**src/rtl/axi_ocp_pkg.sv**
```systemverilog
// rtl/axi_ocp_pkg.sv - shared AXI/OCP default widths and address-packet layout
package axi_ocp_pkg;

    localparam int AXI_ID_W   = 4;
    localparam int AXI_LEN_W  = 8;
    localparam int AXI_ADDR_W = 32;

    // Field order {id, len, addr}; modules with other widths redeclare the same layout.
    typedef struct packed {
        logic [AXI_ID_W-1:0]   id;
        logic [AXI_LEN_W-1:0]  len;
        logic [AXI_ADDR_W-1:0] addr;
    } addr_pkt_t;

endpackage

```
**src/rtl/axi_rd_addr_splitter_fifo.sv**
```systemverilog
// rtl/axi_rd_addr_splitter_fifo.sv - parametrised FIFO; a pushed entry becomes poppable one edge later
module axi_rd_addr_splitter_fifo #(
    parameter int WIDTH = 8,
    parameter int DEPTH = 4
) (
    input  logic             clk,
    input  logic             rst,
    input  logic             push,
    input  logic [WIDTH-1:0] wdata,
    output logic             full,
    input  logic             pop,
    output logic [WIDTH-1:0] rdata,
    output logic             empty
);
    localparam int AW = $clog2(DEPTH);
    localparam logic [AW:0] PTR_ONE = (AW+1)'(1);

    logic [AW:0]      wr_ptr;
    logic [AW:0]      rd_ptr;
    logic [AW:0]      wr_ptr_vis;
    logic [WIDTH-1:0] mem [DEPTH];
    logic             do_push;
    logic             do_pop;

    assign do_push = push && !full;
    assign do_pop  = pop && !empty;

    // Full tracks the real write pointer; empty tracks a one-edge-delayed copy.
    assign full  = (wr_ptr[AW-1:0] == rd_ptr[AW-1:0]) && (wr_ptr[AW] != rd_ptr[AW]);
    assign empty = (rd_ptr == wr_ptr_vis);
    assign rdata = mem[rd_ptr[AW-1:0]];

    always_ff @(posedge clk or negedge rst) begin
        if (!rst) begin
            wr_ptr     <= '0;
            rd_ptr     <= '0;
            wr_ptr_vis <= '0;
        end else begin
            if (do_push) begin
                wr_ptr <= wr_ptr + PTR_ONE;
            end
            if (do_pop) begin
                rd_ptr <= rd_ptr + PTR_ONE;
            end
            wr_ptr_vis <= wr_ptr;
        end
    end

    always_ff @(posedge clk) begin
        if (do_push) begin
            mem[wr_ptr[AW-1:0]] <= wdata;
        end
    end

endmodule

```
**src/rtl/axi_rd_addr_splitter.sv**
```systemverilog
// rtl/axi_rd_addr_splitter.sv - AR FIFO plus IDLE/ACTIVE output stage emitting address packets
// AXI_RD_BURST_SPLIT_EN: split each AR into packets of at most MAX_BURST beats.
module axi_rd_addr_splitter
    import axi_ocp_pkg::*;
#(
    parameter int ID_W       = AXI_ID_W,
    parameter int LEN_W      = AXI_LEN_W,
    parameter int ADDR_W     = AXI_ADDR_W,
    parameter int DEPTH      = 4,
    parameter int MAX_BURST  = 16,
    parameter int BEAT_BYTES = 4
) (
    input  logic              clk,
    input  logic              rst,
    input  logic              arvalid,
    output logic              arready,
    input  logic [ID_W-1:0]   arid,
    input  logic [LEN_W-1:0]  arlen,
    input  logic [ADDR_W-1:0] araddr,
    input  logic              hold_in,
    output logic              pkt_vld,
    output logic [ID_W-1:0]   pkt_id,
    output logic [LEN_W-1:0]  pkt_len,
    output logic [ADDR_W-1:0] pkt_addr,
    output logic              pkt_last
);
    typedef struct packed {
        logic [ID_W-1:0]   id;
        logic [LEN_W-1:0]  len;
        logic [ADDR_W-1:0] addr;
    } packet_t;

    typedef enum logic {IDLE, ACTIVE} state_t;

    if (DEPTH < 2 || (DEPTH & (DEPTH - 1)) != 0 || MAX_BURST < 1 || MAX_BURST > (1 << LEN_W) ||
        (MAX_BURST & (MAX_BURST - 1)) != 0 || BEAT_BYTES < 1 || (BEAT_BYTES & (BEAT_BYTES - 1)) != 0) begin : g_bad_cfg
        $error("axi_rd_addr_splitter: illegal DEPTH/MAX_BURST/BEAT_BYTES");
    end

    state_t            state_q;
    state_t            state_d;
    packet_t           wr_pkt;
    packet_t           head;
    logic              fifo_full;
    logic              fifo_empty;
    logic              pop;
    logic              load;
    logic              consume;
    logic [ID_W-1:0]   id_d;
    logic [LEN_W-1:0]  len_d;
    logic [ADDR_W-1:0] addr_d;
    logic              last_d;

`ifdef AXI_RD_BURST_SPLIT_EN
    localparam logic [LEN_W:0] ONE        = (LEN_W+1)'(1);
    localparam logic [LEN_W:0] MAXB       = (LEN_W+1)'(MAX_BURST);
    localparam int             BEAT_SHIFT = $clog2(BEAT_BYTES);

    // Beats still owed by the current AR after the packet now in the output register.
    logic [LEN_W:0] rem_q;
    logic [LEN_W:0] rem_d;
    logic [LEN_W:0] avail;
    logic [LEN_W:0] beats;
    logic           advance;
`endif

    assign wr_pkt  = {arid, arlen, araddr};
    assign arready = rst && !fifo_full;
    assign pkt_vld = (state_q == ACTIVE);
    assign consume = pkt_vld && !hold_in;

    axi_rd_addr_splitter_fifo #(
        .WIDTH ($bits(packet_t)),
        .DEPTH (DEPTH)
    ) u_fifo (
        .clk   (clk),
        .rst   (rst),
        .push  (arvalid && arready),
        .wdata (wr_pkt),
        .full  (fifo_full),
        .pop   (pop),
        .rdata (head),
        .empty (fifo_empty)
    );

    always_comb begin
        state_d = state_q;
        pop     = 1'b0;
        load    = 1'b0;
`ifdef AXI_RD_BURST_SPLIT_EN
        advance = 1'b0;
`endif
        case (state_q)
            IDLE: begin
                if (!fifo_empty) begin
                    pop     = 1'b1;
                    load    = 1'b1;
                    state_d = ACTIVE;
                end
            end
            ACTIVE: begin
                if (consume) begin
                    if (pkt_last && !fifo_empty) begin
                        pop  = 1'b1;
                        load = 1'b1;
                    end else if (pkt_last) begin
                        state_d = IDLE;
                    end
`ifdef AXI_RD_BURST_SPLIT_EN
                    else begin
                        advance = 1'b1;
                    end
`endif
                end
            end
            default: state_d = IDLE;
        endcase

        id_d   = pkt_id;
        len_d  = pkt_len;
        addr_d = pkt_addr;
        last_d = pkt_last;
`ifdef AXI_RD_BURST_SPLIT_EN
        avail = load ? ({1'b0, head.len} + ONE) : rem_q;
        beats = (avail > MAXB) ? MAXB : avail;
        rem_d = rem_q;
        if (load || advance) begin
            len_d  = LEN_W'(beats - ONE);
            rem_d  = avail - beats;
            last_d = (avail <= MAXB);
        end
        if (load) begin
            id_d   = head.id;
            addr_d = head.addr;
        end else if (advance) begin
            addr_d = pkt_addr + (ADDR_W'({1'b0, pkt_len} + ONE) << BEAT_SHIFT);
        end
`else
        if (load) begin
            id_d   = head.id;
            len_d  = head.len;
            addr_d = head.addr;
            last_d = 1'b1;
        end
`endif
    end

    always_ff @(posedge clk or negedge rst) begin
        if (!rst) begin
            state_q  <= IDLE;
            pkt_id   <= '0;
            pkt_len  <= '0;
            pkt_addr <= '0;
            pkt_last <= 1'b0;
`ifdef AXI_RD_BURST_SPLIT_EN
            rem_q    <= '0;
`endif
        end else begin
            state_q  <= state_d;
            pkt_id   <= id_d;
            pkt_len  <= len_d;
            pkt_addr <= addr_d;
            pkt_last <= last_d;
`ifdef AXI_RD_BURST_SPLIT_EN
            rem_q    <= rem_d;
`endif
        end
    end

endmodule

```
**config.mk**
```make
export PLATFORM = sky130hd
export DESIGN_NAME = axi_rd_addr_splitter
export DESIGN_NICKNAME = d
export VERILOG_FILES = /design/src/rtl/axi_ocp_pkg.sv /design/src/rtl/axi_rd_addr_splitter_fifo.sv /design/src/rtl/axi_rd_addr_splitter.sv
export SDC_FILE = /design/constraint.sdc
export NUM_CORES = 1
export LEC_CHECK = 0
export CORE_MARGIN = 8
export CORE_UTILIZATION = 50
export CTS_CLUSTER_DIAMETER = 30
export DETAILED_ROUTE_END_ITERATION = 12
export PLACE_DENSITY = 0.75
export SYNTH_ARGS = -nofsm -noshare
export SYNTH_HDL_FRONTEND = slang
export SYNTH_HIERARCHICAL = 1
export SYNTH_SLANG_ARGS = --single-unit
export TNS_END_PERCENT = 30
```
**constraint.sdc**
```tcl
create_clock -name clk -period 3.9 [get_ports clk]
set_input_delay 0.585 -clock clk [delete_from_list [all_inputs] [get_ports clk]]
set_output_delay 0.585 -clock clk [all_outputs]
set_load 0.01 [all_outputs]
```
==> results.json <==
{
  "antenna_found_initial": 1,
  "cts_sinks": 231,
  "ys_types": 32,
  "dpl_cell_area_sq_mm": 0.009915,
  "critPathRequiredTime_ns": 3.31,
  "finalWorstSetupSlack_ns": 0.7782,
  "final_area_sq_mm": 0.01115,
  "hp-class": "input port to async pin",
  "grt_pass1_wl_um": 26380,
  "path_max_fanout": 6,
  "regToRegStartpoint": "u_fifo/rd_ptr[0]",
  "cts_max_level": 2,
  "wl_um": 16680,
  "ant_nets": 0,
  "syn-num-nets": 438,
  "cts_tree": "done",
  "grt_pass1_vias": 4796,
  "worstRegToRegCells": 8,
  "synth_area_leaders": "edfxtp_1 (61%), dfrtp_1 (16%), mux4_2 (11%), mux2_2 (5.7%), buf_6 (1.2%)",
  "synth_edf_count": 176,
  "drcViolationCount": 0,
  "leakage_nw": 4.034,
  "drive_gt1_frac": 0.3168,
  "relSlewSlack": 0.3496,
  "ys_warn_count": 6,
  "outcome": "completed",
  "max_slew.worst_pin.slew_ns": 0.9756,
  "place_ws_ns": 0.9066,
  "rsz0062_at_grt": "false",
  "fin_skew_ns": 0.01252,
  "num_rows": 48,
  "routed-via-count": 4132,
  "layout.nets": 567,
  "hold_viol": 0,
  "syn_area_per_cell_sq_um": 22.58,
  "drt-vias-per-instance": 5.380,
  "cts_root_buffer": "clkbuf_16",
  "placedCellCount": 700,
  "initial_utilization": 0.5062,
  "max_freq_ghz": 0.3203,
  "critical_path.startpoint_type": "flop",
  "yosys_register_bits": 231,
  "pin_count": 95,
  "yosysTopAreaCellShare": 0.6079,
  "synth_area_sq_mm": 0.008695,
  "maxCapViolations": 0,
  "cts_buffers": 37,
  "reg2reg_to": "u_fifo/rd_ptr[1]",
  "die_w_um": 147.9,
  "grt_start_max_net_pins": 56,
  "clk_latency_ns": 0.50,
  "fin_crit_sh": 0.8005,
  "core-area_sq_mm": 0.01718,
  "portBuffers": 94,
  "synthArstFlopShare": 0.2381,
  "fin_setup_tns_ns": 0,
  "die-area_sq_mm": 0.02187,
  "critical_path_class": "flop to primary output",
  "clockBufferDepth": 3,
  "setup_viol": 0,
  "postCtsHoldBufs": 0,
  "final_common_cell": "edfxtp_1",
  "ctsResizeCount": 0,
  "ir_drop_uv": 440.4,
  "end_kind": "primary output",
  "cts_setup_buffers": 0,
  "globalRouteTotalUtil": 0.1585,
  "dr.first_iter.drc_count": 288,
  "final_cells": 768,
  "antenna_cells": 0,
  "layout.cells.most_common_list": "edfxtp_1 (176), clkdlybuf4s50_1 (93), dfrtp_1 (53), mux2_2 (44), mux4_2 (44)",
  "fillerInstances": 1152,
  "syn_inst": 385,
  "drv_slew": 0,
  "seq_area_frac_synth": 0.7662,
  "yosys.area.top_type": "edfxtp_1",
  "clk_pin_slew_ns": 0.06,
  "fin_crit_ns": 3.122,
  "synthFlopType": "edfxtp_1",
  "globalRoute.totalOverflow": 0,
  "r2r_setup_slack_ns": 0.95,
  "gp_congestion": 0.7044,
  "avgRoutedWirePerCell_um": 21.71,
  "firstDrtPassIters": 4,
  "area_growth_pct": 28.23,
  "arrival_ns": 2.54,
  "dp_hpwl_um": 9872,
  "power-per-cell-area_mw_per_mm2": 588.0,
  "die_y_um": 147.9
}
==> cell families after synthesis <==
family                   Yosys count  synth area share
AND/OR/NAND/NOR                   21           0.01410
adder cells (fa/ha/maj)            5          0.007195
AO/OA/AOI/OAI                     15           0.01554
multiplexers                      88            0.1710
flip-flops                       231            0.7662
buffers and inverters             17           0.01583
XOR/XNOR                           8           0.01022
==> layout make-up <==
class,count,area (sq um),area share
Clock buffer,44,1005,0.09011
Clock inverter,24,230.2,0.02065
Inverter,3,11.26,0.001010
Multi-Input combinational cell,137,1907,0.1710
Sequential cell,231,6666,0.5979
Tap cell,225,281.5,0.02525
Timing Repair Buffer,104,1049,0.09404
==> worst max-delay path, cell delays in order, from the launching register on <==
cell	delay, ns
dfrtp_1	0.47
xor2_1	0.45
or3_4	0.24
inv_1	0.07
nor2b_1	0.19
clkdlybuf4s50_1	0.62
==> per-stage QoR <==
step                hold WS [ns]  power [mW]    util
finish                    0.3296       6.555  0.6491
global route              0.3706       6.786  0.6491
CTS                       0.3517       6.627  0.6491
detailed placement        0.4337       3.435  0.5772
global placement          0.4296       3.397  0.5772
floorplan                 0.2894       3.222       -
==> where the power goes <==
| group | switching (mW) | internal, mW | leakage, nW | total, mW |
|---|---|---|---|---|
| sequential | 0.0700 | 2.87 | 2.34 | 2.94 |
| clock | 1.16 | 2.01 | 0.602 | 3.17 |
| combinational | 0.262 | 0.178 | 1.09 | 0.440 |
==> state kept, by name, indices dropped and copies added (netlist names) <==
signal	cells
pkt_vld	1
pkt_addr	32
u_fifo/wr_ptr	3
pkt_id	4
u_fifo/rd_ptr	3
pkt_len	8
u_fifo/wr_ptr_vis	3
u_fifo/mem	176
pkt_last	1
==> routing by layer <==
metal,vias up,GRT usage,part of all wire
li1,1830,-,-
met1,2177,0.1798,0.39
met2,97,0.2851,0.55
met3,26,0.03730,0.047
met4,2,0.06017,0.018
met5,-,0,0.00060
==> cells in the mapped netlist, drive strengths merged (2+ instances only) <==
master and instances:
edfxtp 176, dfrtp 55, mux2 44, mux4 44, buf 14, nand2 7
ha 5, xor2 5, and3 3, inv 3, nand2b 3, o21bai 3
o31ai 3, xnor2 3, a21oi 2, nor3 2, o211a 2, o31a 2
==> worst max path at each step <==
| stage | from | end | slack (ns) | depth (start not counted) |
|---|---|---|---|---|
| 2_1_floorplan | u_fifo/wr_ptr[0] | u_fifo/mem[3][0] | 0.06 | 7 |
| 3_3_place_gp | u_fifo/rd_ptr[0] | u_fifo/rd_ptr[1] | 0.96 | 8 |
| 3_5_place_dp | u_fifo/rd_ptr[0] | u_fifo/rd_ptr[1] | 0.91 | 8 |
| 4_1_cts | u_fifo/wr_ptr[0] | arready | 0.75 | 5 |
| 5_1_grt | u_fifo/wr_ptr[0] | arready | 0.61 | 5 |
| 6_report | u_fifo/wr_ptr[0] | arready | 0.78 | 5 |
Power figures use the tool's default switching activity.
==> RTL edit: new RTL, config.mk and constraints unchanged <==
The package constant `AXI_LEN_W` goes from 8 to 4.
--- a/src/rtl/axi_ocp_pkg.sv
+++ b/src/rtl/axi_ocp_pkg.sv
@@ -3,5 +3,5 @@
 
     localparam int AXI_ID_W   = 4;
-    localparam int AXI_LEN_W  = 8;
+    localparam int AXI_LEN_W  = 4;
     localparam int AXI_ADDR_W = 32;
 
Ports: changed (resized arlen and pkt_len); port bits go from 95 to 87. No check against the original RTL was run, so the function may have changed too.
==> RTL edit against the unedited design <==
  * Area after synthesis is 8.8% lower
  * Die area fell by 7.8%
  * Routed wire length down 10%
  * Power is 2.6% lower
  * Cell area fell by 6.8%
  * Sequential cell count fell by 20
  * Clock skew increased by 0.0097 ns
  * Register-to-register slack gained 0.16 ns
  * Worst setup slack improved by 0.19 ns
==> RTL edit: results (changes against the unedited design) <==
dr_wl_met3_um: 1145  # +46%
nNetsFinal: 525  # -7.4%
max_slew.worst_pin.slew_ns: 0.8589  # -0.1167 ns
synth_compound_area_share_pct: 1.640  # +0.086 points
dp_hpwl_um: 8962  # -9.2%
largest_reg_flops: 160  # -9.1%
fin_skew_ns: 0.02217  # +0.009651 ns
dpl_worst_slack_ns: 1.023  # +0.1166 ns
postPlaceCellArea_sq_mm: 0.009096  # -8.3%
pg_seq_mw: 2.69  # -8.5%
grt_use_met1_pct: 19.83  # +1.8 points
antenna_found_initial: 0  # -1
gp_congestion: 0.6932  # -1.6%
synth.avg_cell_area_sq_um: 22.22  # -1.6%
cp.arrival_ns: 2.35  # -0.19 ns
synth_fa_ha_area_share_pct: 0.7886  # +0.069 points
powerDensity_mw_per_mm2: 614.5  # +4.5%
synth-seq-area-share_pct: 76.66  # about the same
grt_max_degree: 52  # -7.1%
synth_edf_count: 160  # -9.1%
peakVddDrop_v: 0.0003245  # -26%
instances_no_fill: 720  # -6.3%
comb-power_uw: 416  # -5.5%
first_global_vias: 4318  # -10%
track_usage_pct: 15.47  # -0.38 points
p_leak_nw: 3.791  # -6.0%
setup_ws_ns: 0.9647  # +0.1866 ns
top_layer_used: "met4"
synth_xor_area_share_pct: 0.9779  # -0.044 points
switching_share_pct: 21.26  # -1.5 points
viasPerCell: 5.299  # -1.5%
wire_per_inst_um: 20.82  # -4.1%
drt_iter0_drc: 308  # +6.9%
ys_types: 33  # +3.1%
synthArstFlopShare_pct: 24.17  # +0.36 points
status: "completed"
io_buffers: 86  # -8.5%
drt-met1-wl_um: 6168  # -4.9%
syn_nets: 406  # -7.3%
drive_gt1_share_pct: 31.15  # -0.53 points
cts_made_buffers: 36  # -2.7%
gr-usage-met3_pct: 4.629  # +0.90 points
use_met2_pct: 24.71  # -3.8 points
ys_top_cells_by_count: "edfxtp_1, dfrtp_1, mux4_2"
grt_pass1_wl_um: 23800  # -9.8%
synthMuxAreaShare_pct: 17.03  # -0.061 points
dp.cells: 654  # -6.6%
htreeDepth: 2  # unchanged
ys_top_cells_by_area: "edfxtp_1, dfrtp_1, mux4_2, mux2_2, ha_1"
RTL edit: area by class of cell:
class                   instances  area (sq um)
flip-flops and latches        211          6086
fillers                      1022          5316
multi-input cells             129          1755
clock buffers                  43         991.0
repair buffers                 95         973.4
clock inverters                23         309.0
well taps                     216         270.3
inverters                       3         11.26
RTL edit: final timing paths:
path,end,slack [ns],cells after the start,start
min in group clk,u_fifo/wr_ptr_vis[2],0.47,0,u_fifo/wr_ptr[2]
max in group asynchronous,u_fifo/rd_ptr[0],3.06,2,rst
setup / recovery,arready,0.96,5,u_fifo/rd_ptr[0]
setup reg to reg,u_fifo/rd_ptr[1],1.11,8,u_fifo/rd_ptr[0]
hold reg to reg,u_fifo/wr_ptr_vis[2],0.47,0,u_fifo/wr_ptr[2]
hold / removal,pkt_id[3],0.32,2,rst
RTL edit: critical path: stages, from the launching register on:
cell and delay (ns):
dfrtp_4 0.49, xor2_2 0.22, or3_4 0.43, inv_1 0.13, nor2b_1 0.07, clkdlybuf4s50_1 0.52
